**config.mk**
```make
export PLATFORM = sky130hd
export DESIGN_NAME = rnn_seq_driver
export DESIGN_NICKNAME = d
export VERILOG_FILES = /design/src/rtl/rnn_pkg.sv /design/src/rtl/emb_table.sv /design/src/rtl/rnn_seq_driver.sv
export SDC_FILE = /design/constraint.sdc
export NUM_CORES = 2
export LEC_CHECK = 0
export BUFFER_PORTS_ARGS = -buffer_cell sky130_fd_sc_hd__buf_2
export CAP_MARGIN = 20
export CORE_MARGIN = 8
export CORE_UTILIZATION = 53
export CTS_BUF_LIST = sky130_fd_sc_hd__clkbuf_16
export CTS_CLUSTER_SIZE = 12
export DETAILED_ROUTE_END_ITERATION = 12
export HOLD_SLACK_MARGIN = 0.15
export PLACE_DENSITY = 0.73
export SYNTH_ARGS = -nofsm -noshare
export SYNTH_HDL_FRONTEND = slang
export SYNTH_HIERARCHICAL = 1
export SYNTH_SLANG_ARGS = --single-unit
export TNS_END_PERCENT = 1
```
**constraint.sdc**
```tcl
create_clock -name clk -period 4 [get_ports clk]
set_input_delay 0.2 -clock clk [delete_from_list [all_inputs] [get_ports clk]]
set_output_delay 0.2 -clock clk [all_outputs]
set_load 0.02 [all_outputs]
```
**src/rtl/rnn_pkg.sv**
```systemverilog
// rtl/rnn_pkg.sv - shared constants and driver state type for the rnn sequence driver
package rnn_pkg;

    // Element index width inside one embedding and rnn input index width.
    localparam int EMB_BITS = 2;
    localparam int RNN_BITS = 5;

    // rnn register map; the status registers share offsets with the command registers.
    localparam logic [2:0] ADDR_START        = 3'd0;
    localparam logic [2:0] ADDR_INPUT        = 3'd1;
    localparam logic [2:0] ADDR_DENSE_GO     = 3'd7;
    localparam logic [2:0] ADDR_STATUS_VALID = 3'd0;
    localparam logic [2:0] ADDR_STATUS_LOAD  = 3'd1;

    typedef enum logic [3:0] {
        ST_IDLE,
        ST_EMB_RD,
        ST_EMB_WR,
        ST_KICK,
        ST_WAIT_STEP,
        ST_FINISH,
        ST_POLL_VALID,
        ST_FETCH,
        ST_WAIT_LOAD,
        ST_OUT
    } drv_state_t;

endpackage

```
**src/rtl/emb_table.sv**
```systemverilog
// rtl/emb_table.sv - 1-write/1-read synchronous embedding RAM
//
// Ports:
//   clk           clock
//   we/waddr/wdata  write port, one word per cycle
//   raddr/rdata     read port, rdata valid one cycle after raddr
// A read of the address being written in the same cycle returns the old word.
// Contents are not reset.
module emb_table #(
    parameter int AW = 8,
    parameter int DW = 16
) (
    input  logic          clk,
    input  logic          we,
    input  logic [AW-1:0] waddr,
    input  logic [DW-1:0] wdata,
    input  logic [AW-1:0] raddr,
    output logic [DW-1:0] rdata
);

    logic [DW-1:0] mem [0:(1<<AW)-1];

    always_ff @(posedge clk) begin
        if (we) begin
            mem[waddr] <= wdata;
        end
        rdata <= mem[raddr];
    end

endmodule

```
**src/rtl/rnn_seq_driver.sv**
```systemverilog
// rtl/rnn_seq_driver.sv - feeds embedded char sequences into an rnn and returns its result
//
// Ports:
//   clk, rst_n                         clock, asynchronous active-low reset
//   tbl_we/tbl_addr/tbl_wdata          embedding table write port, address {char, elem}
//   in_valid/in_ready/in_char/in_last  char stream, in_last marks end of sequence
//   m_write/m_read/m_addr/m_writedata  rnn register port (registered)
//   m_readdata                         rnn read data, combinational with m_read
//   out_valid/out_ready                result handshake
//   out_result/out_class/out_timeout   signed result, ~sign, watchdog abort flag
module rnn_seq_driver
    import rnn_pkg::*;
#(
    parameter int VOCAB_BITS = 6,
    parameter int EMB_LEN    = 4,
    parameter int TIMEOUT    = 4096
) (
    input  logic                         clk,
    input  logic                         rst_n,
    input  logic                         tbl_we,
    input  logic [VOCAB_BITS+EMB_BITS-1:0] tbl_addr,
    input  logic [15:0]                  tbl_wdata,
    input  logic                         in_valid,
    output logic                         in_ready,
    input  logic [VOCAB_BITS-1:0]        in_char,
    input  logic                         in_last,
    output logic                         m_write,
    output logic                         m_read,
    output logic [2:0]                   m_addr,
    output logic [31:0]                  m_writedata,
    input  logic [31:0]                  m_readdata,
    output logic                         out_valid,
    input  logic                         out_ready,
    output logic [15:0]                  out_result,
    output logic                         out_class,
    output logic                         out_timeout
);

    localparam int TBL_AW = VOCAB_BITS + EMB_BITS;
    localparam int WD_W   = (TIMEOUT > 2) ? $clog2(TIMEOUT) : 1;
    localparam logic [WD_W-1:0]     WD_LAST   = WD_W'(TIMEOUT - 1);
    localparam logic [EMB_BITS-1:0] ELEM_LAST = EMB_BITS'(EMB_LEN - 1);

    drv_state_t              state;
    logic [VOCAB_BITS-1:0]   char_q;
    logic                    last_q;
    logic [EMB_BITS-1:0]     elem;
    logic [WD_W-1:0]         wdog;
    logic [15:0]             rdata;

    logic poll_hit;
    logic wd_expired;
    logic unused_readdata;

    assign poll_hit        = m_readdata[0];
    assign wd_expired      = (wdog == WD_LAST);
    assign unused_readdata = ^m_readdata[31:16];

    emb_table #(
        .AW (TBL_AW),
        .DW (16)
    ) u_table (
        .clk   (clk),
        .we    (tbl_we),
        .waddr (tbl_addr),
        .wdata (tbl_wdata),
        .raddr ({char_q, elem}),
        .rdata (rdata)
    );

    // Table data only arrives in EMB_WR, so the write payload is muxed from the
    // RAM output register rather than registered a second time.
    assign m_writedata = (state == ST_EMB_WR) ? {8'h00, 6'b0, elem, rdata} : 32'h0;

    // Outputs are registered: each transition loads the bus values of the state being entered.
    always_ff @(posedge clk or negedge rst_n) begin
        if (!rst_n) begin
            state       <= ST_IDLE;
            char_q      <= '0;
            last_q      <= 1'b0;
            elem        <= '0;
            wdog        <= '0;
            in_ready    <= 1'b0;
            m_write     <= 1'b0;
            m_read      <= 1'b0;
            m_addr      <= 3'd0;
            out_valid   <= 1'b0;
            out_result  <= 16'h0;
            out_class   <= 1'b0;
            out_timeout <= 1'b0;
        end else begin
            case (state)
                ST_IDLE: begin
                    // in_ready lags reset release by one edge, so accept only on in_ready.
                    if (in_valid && in_ready) begin
                        char_q   <= in_char;
                        last_q   <= in_last;
                        elem     <= '0;
                        in_ready <= 1'b0;
                        state    <= ST_EMB_RD;
                    end else begin
                        in_ready <= 1'b1;
                    end
                end

                ST_EMB_RD: begin
                    m_write <= 1'b1;
                    m_addr  <= ADDR_INPUT;
                    state   <= ST_EMB_WR;
                end

                ST_EMB_WR: begin
                    elem <= elem + 1'b1;
                    if (elem != ELEM_LAST) begin
                        m_write <= 1'b0;
                        m_addr  <= 3'd0;
                        state   <= ST_EMB_RD;
                    end else begin
                        m_write <= 1'b1;
                        m_addr  <= ADDR_START;
                        state   <= ST_KICK;
                    end
                end

                ST_KICK: begin
                    m_write <= 1'b0;
                    m_read  <= 1'b1;
                    m_addr  <= ADDR_STATUS_LOAD;
                    wdog    <= '0;
                    state   <= ST_WAIT_STEP;
                end

                ST_WAIT_STEP: begin
                    if (poll_hit) begin
                        m_read <= 1'b0;
                        if (last_q) begin
                            m_write <= 1'b1;
                            m_addr  <= ADDR_DENSE_GO;
                            state   <= ST_FINISH;
                        end else begin
                            m_addr   <= 3'd0;
                            in_ready <= 1'b1;
                            state    <= ST_IDLE;
                        end
                    end else if (wd_expired) begin
                        m_read      <= 1'b0;
                        m_addr      <= 3'd0;
                        out_valid   <= 1'b1;
                        out_timeout <= 1'b1;
                        out_result  <= 16'h0;
                        out_class   <= 1'b0;
                        state       <= ST_OUT;
                    end else begin
                        wdog <= wdog + 1'b1;
                    end
                end

                ST_FINISH: begin
                    m_write <= 1'b0;
                    m_read  <= 1'b1;
                    m_addr  <= ADDR_STATUS_VALID;
                    wdog    <= '0;
                    state   <= ST_POLL_VALID;
                end

                ST_POLL_VALID: begin
                    if (poll_hit) begin
                        m_addr <= ADDR_DENSE_GO;
                        state  <= ST_FETCH;
                    end else if (wd_expired) begin
                        m_read      <= 1'b0;
                        m_addr      <= 3'd0;
                        out_valid   <= 1'b1;
                        out_timeout <= 1'b1;
                        out_result  <= 16'h0;
                        out_class   <= 1'b0;
                        state       <= ST_OUT;
                    end else begin
                        wdog <= wdog + 1'b1;
                    end
                end

                ST_FETCH: begin
                    out_result <= m_readdata[15:0];
                    out_class  <= ~m_readdata[15];
                    m_addr     <= ADDR_STATUS_LOAD;
                    wdog       <= '0;
                    state      <= ST_WAIT_LOAD;
                end

                // Reading the result clears the rnn; wait for its load-ready before
                // returning to IDLE so no input write lands in the clear cycle.
                ST_WAIT_LOAD: begin
                    if (poll_hit) begin
                        m_read    <= 1'b0;
                        m_addr    <= 3'd0;
                        out_valid <= 1'b1;
                        state     <= ST_OUT;
                    end else if (wd_expired) begin
                        m_read      <= 1'b0;
                        m_addr      <= 3'd0;
                        out_valid   <= 1'b1;
                        out_timeout <= 1'b1;
                        out_result  <= 16'h0;
                        out_class   <= 1'b0;
                        state       <= ST_OUT;
                    end else begin
                        wdog <= wdog + 1'b1;
                    end
                end

                ST_OUT: begin
                    if (out_ready) begin
                        out_valid   <= 1'b0;
                        out_timeout <= 1'b0;
                        in_ready    <= 1'b1;
                        state       <= ST_IDLE;
                    end
                end

                default: begin
                    m_write  <= 1'b0;
                    m_read   <= 1'b0;
                    m_addr   <= 3'd0;
                    in_ready <= 1'b0;
                    state    <= ST_IDLE;
                end
            endcase
        end
    end

endmodule
```
# Word-level counts from Yosys, hierarchy flattened
# Memory sizes are Yosys's and may differ from the RTL's. A register that Yosys moved wholly into a read port is not among the register bits.
# Index checks and enable logic that the tools add are counted.
# totals
input_bits	68
word_cells	118
register_bits	50
memories	1
mem_bits_ro	0
latch_bits	0
mem_bits_rw	4096
# op_classes
bitwise	4
addsub	2
reduce_logical	27
multipliers	0
eq_ne	21
shifts	0
div	0
n_lt_le_gt_ge	0
mux	50
# memory_table
memory	words	width	read_ports	rd_clocked_by_memory_dff	write_ports	line_no	rtl
u_table.mem	256	16	1	1	1	emb_table.sv:21	logic [DW-1:0] mem [0:(1<<AW)-1];
# ops
cell	count
case mux 4 bit (10 select lines)	1
two-way mux 16 bit	2
case mux 16 bit (2 select lines)	1
two-way mux 12 bit	2
two-way mux 4 bit	6
case mux 12 bit (2 select lines)	1
two-way mux 1 bit	20
inequality test 2 bit, second input constant	10
two-way mux 18 bit	1
two-way mux 3 bit	6
equality test 4 x 3 -> 1 bit, second input constant	4
case mux 3 bit (5 select lines)	1
adder 12 x 1 -> 12 bit, second input constant	1
equality test 12 bit, second input constant	1
case mux 1 bit (4 select lines)	3
AND reduction 3 bit	4
OR reduction 5 bit	2
OR reduction 3 bit	3
equality test 4 x 2 -> 1 bit, second input constant	2
equality test 4 bit, second input constant	2
AND reduction 2 bit	4
AND reduction 4 bit	2
nonzero test 2 bit	4
OR reduction 2 bit	4
12 further kinds	17

# Longest topological paths before layout
# depth
depth_word	4
mapped_depth	12
depth_no_buf	6

# Hierarchy
# The synthesis kept the hierarchy.
# by_module_without_submodules
module	seq_area_each_um2	cells_per_inst	instances	area_each_um2
emb_table	123318.3	7360	1	158714.7
rnn_seq_driver	1251.2	276	1	2781.4

# Least setup slack after synthesis
# OpenSTA, ideal clock, no wires.
# synth_timing
path_kind	register to register
startpoint	reg elem[0]
endpoint	reg u_table.rdata[4] (read register of u_table.mem)
synth_period_minus_slack_ns	2.531
arrival_ns	2.404
path_buffers	3
setup_ns	0.127
path_slack_ns	1.469
path_stages_with_launch	9
path_cell_list	dfrtp_1 buf_6 buf_6 buf_2 mux4_2 mux4_2 a22o_1 o32ai_2 nor4_2
# synth_rtl
element	line_no	rtl
from (decl)	rnn_seq_driver.sv:47	logic [EMB_BITS-1:0] elem;
from (signal assigned)	rnn_seq_driver.sv:113	elem <= elem + 1'b1;
to (decl)	emb_table.sv:18	output logic [DW-1:0] rdata

==> impl_metrics.yaml <==
run_status:
  status: "completed"
place:
  dp_hpwl_mm: 242
  pre_cts_ws_ns: -0.330
  finalWeightedCongestion: 0.899
  portBuffers: 94
cells_and_area:
  syn2layout_area_growth_pct: 12.8
  final_common_cell: "edfxtp_1"
  final_cell_mix: "edfxtp_1, mux4_2, mux2i_1, buf_4, clkbuf_16"
  fill_cells: 20200
  layout.nets: 8386
  regArea_um2: 125000
  multi_input_area_um2: 34300
  drive_gt1_share_pct: 24.4
synth:
  synth-simple-area-share_pct: 1.90
  yosys.area.top_type_share_pct: 76.2
  synthMuxAreaShare_pct: 15.3
  synthCells: 7636
  yosysUniqueCellTypes: 76
  yosysSeqAreaShare_pct: 77.1
  synth_edf_count: 4096
  syn_area_um2: 161000
  ys_async_sr_fraction_pct: 1.20
  synthAdderAreaFrac_pct: 0.0155
  syn_area_per_cell_um2: 21.1
  synth_top_family_by_area: "multiplexers"
  synth_area_leaders: "edfxtp_1, mux4_2, mux2i_1"
  yosysWarnings: 6
  ys.flop_type: "edfxtp_1"
  synth_compound_area_share_pct: 3.84
  synth_area_leader_cell: "edfxtp_1"
  ys_seq_elements: 4162
  synthXorXnorAreaFrac_pct: 0
power_and_ir_drop:
  p_total_uw: 114000
  vdd_drop_max_v: 0.000439
  power.leakage_uw: 0.0575
  power_density_nw_per_um2: 624
worst_setup_path:
  critPathRequiredTime_ns: 4.81
  start_kind: "flop"
  end_kind: "flop"
  crit_buf_inv: 3
  reg2regPathDepth: 9
  cp.arrival_ns: 4.80
  cp_top_family: "buffers and inverters"
  crit_fanout: 59
  critPathKind: "flop to flop"
  timing.rr.end: "u_table/rdata[15]"
  slowest_delay_ns: 0.67
  crit_path_cell_trace: "buf_12 > buf_16 > mux4_2 > mux2_2 > a22oi_1 > nand2_1 > o32ai_1 > buf_4 > nor4_1"
  r2r-start: "elem[0]"
  cp.depth: 9
  slowest_stage: "dfrtp_4"
  worst-r2r-setup-slack_ns: 0.02
timing:
  max_slew_margin_pct: 21.8
  fin_crit_ns: 3.98
  worst-slew-pin-transition_ns: 1.17
  clock_skew_ns: 0.0605
  final_max_slew_viol_count: 0
  rsz0062_at_grt: "yes"
  max_freq_mhz: 251
  hold_viol_final: 0
  finalWorstSetupSlack_ns: 0.0168
  finalSetupTns_ns: 0
  setup-violations-final: 0
  post-route-period-util_pct: 99.6
clocking:
  numCtsBuffers: 411
  clockBufferDepth: 4
  cts_root_buf: "clkbuf_16"
  clk_pin_slew_ns: 0.06
  cts_tree: "yes"
  clk_latency_ns: 0.94
  htree_levels: 5
  postCtsSetupRepairBufs: 0
  cts_sinks: 4162
hold_path:
  hold_end: "char_q[1]"
  hold_path.class: "input port to flop"
  whs_path_depth: 3
  hold_start: "in_char[1]"
drt:
  drt_wl_total_mm: 411
  first_pass_iters: 6
  ant_nets: 0
  drtIter0Drc: 11800
  wire_per_inst_um: 32.8
  vias_per_cell: 6.61
  vias: 82900
  drc: 0
die:
  core-area_um2: 303000
  die_w_um: 568
  row_count: 202
  io_pins: 125
  dieArea_um2: 323000
  start_util_pct: 53.3
  die_y_um: 568
global_routing:
  grt_pass1_vias: 82700
  track_usage_pct: 24.8
  antenna_found_initial: 15
  grt_overflow_total: 0
  grt_start_max_net_pins: 193
  grt_pass1_wl_mm: 585
run:
  maxCapViolCount: 0
-- worst max-delay path by stage --
| stage | from | endpoint |
|---|---|---|
| final | elem[0] | u_table/rdata[15] |
| after floorplan | elem[0] | u_table/rdata[4] |
| after detailed placement | elem[0] | u_table/rdata[8] |
| after global placement | elem[0] | u_table/rdata[8] |
| after global routing | elem[0] | u_table/rdata[4] |
| after CTS | elem[0] | u_table/rdata[8] |
-- registers in the layout (all words and copies together), names as in the netlist --
name and cells:
last_q 1, char_q 6, u_table/mem 4096, out_timeout 1, out_class 1, out_valid 1
state 4, out_result 16, m_write 1, elem 2, u_table/rdata 16, wdog 12
m_addr 3, in_ready 1, m_read 1
-- cells by family after synthesis --
| group | Yosys count |
|---|---|
| fa+ha+maj | 2 |
| flops | 4162 |
| buf+inv | 490 |
| simple gates | 657 |
| mux | 1462 |
| other cells | 1 |
| compound gates | 862 |
-- cell usage after synthesis (all sizes together), types with 29 or more instances --
cell type	instances
a22oi	46
nor2	316
buf	242
a22o	49
a21oi	186
mux2i	568
nand3	42
edfxtp	4096
mux4	797
o21ai	49
a221oi	29
nand2	60
o22ai	152
o221ai	254
nor3	101
clkbuf	238
mux2	97
dfrtp	50
nand4	29
-- stage by stage --
step | utilization (%) | hold slack (ns) | std cells | area, µm²
after CTS | 60.1 | 0.152 | 12500 | 182000
after detailed placement | 55.9 | 0.377 | 11800 | 169000
after global placement | 55.9 | 0.362 | 11800 | 169000
final | 60.1 | 0.186 | 12500 | 182000
after floorplan | - | -0.0956 | 7649 | 162000
after global routing | 60.1 | 0.174 | 12500 | 182000
-- layout make-up --
type / instances / area share (%)
well taps: 3978 / 2.73
flip-flops and latches: 4162 / 68.4
repair buffers: 734 / 3.53
clock inverters: 234 / 0.825
diodes: 11 / 0.0151
inverters: 10 / 0.0275
multi-input cells: 2997 / 18.8
clock buffers: 413 / 5.67
-- power by group --
group          internal (µW)  switching [µW]
Clock                  18800           15800
Combinational          12400           17800
Sequential             48300             556
-- metal layers --
metal / part of all wire (%) / global-route usage (%) / vias up
li1: - / - / 33500
met1: 37 / 33.7 / 43400
met2: 47 / 39.0 / 5166
met3: 12 / 5.92 / 787
met4: 4.7 / 10.2 / 6
met5: 0.010 / 0 / -
-- worst register-to-register path: stages, from the launching register on --
cell	delay, ns
dfrtp_4	0.67
buf_12	0.37
buf_16	0.45
mux4_2	0.58
mux2_2	0.30
a22oi_1	0.52
nand2_1	0.33
o32ai_1	0.38
buf_4	0.22
nor4_1	0.06
-- what timing repair did --
action                     in CTS  in global routing
cloned                          0                  0
resized for setup               5                 11
hold endpoints to repair     3392                  0
setup endpoints to repair       4                 10
hold buffers                   73                  0
Note: power is estimated with default switching activity, not from simulation.
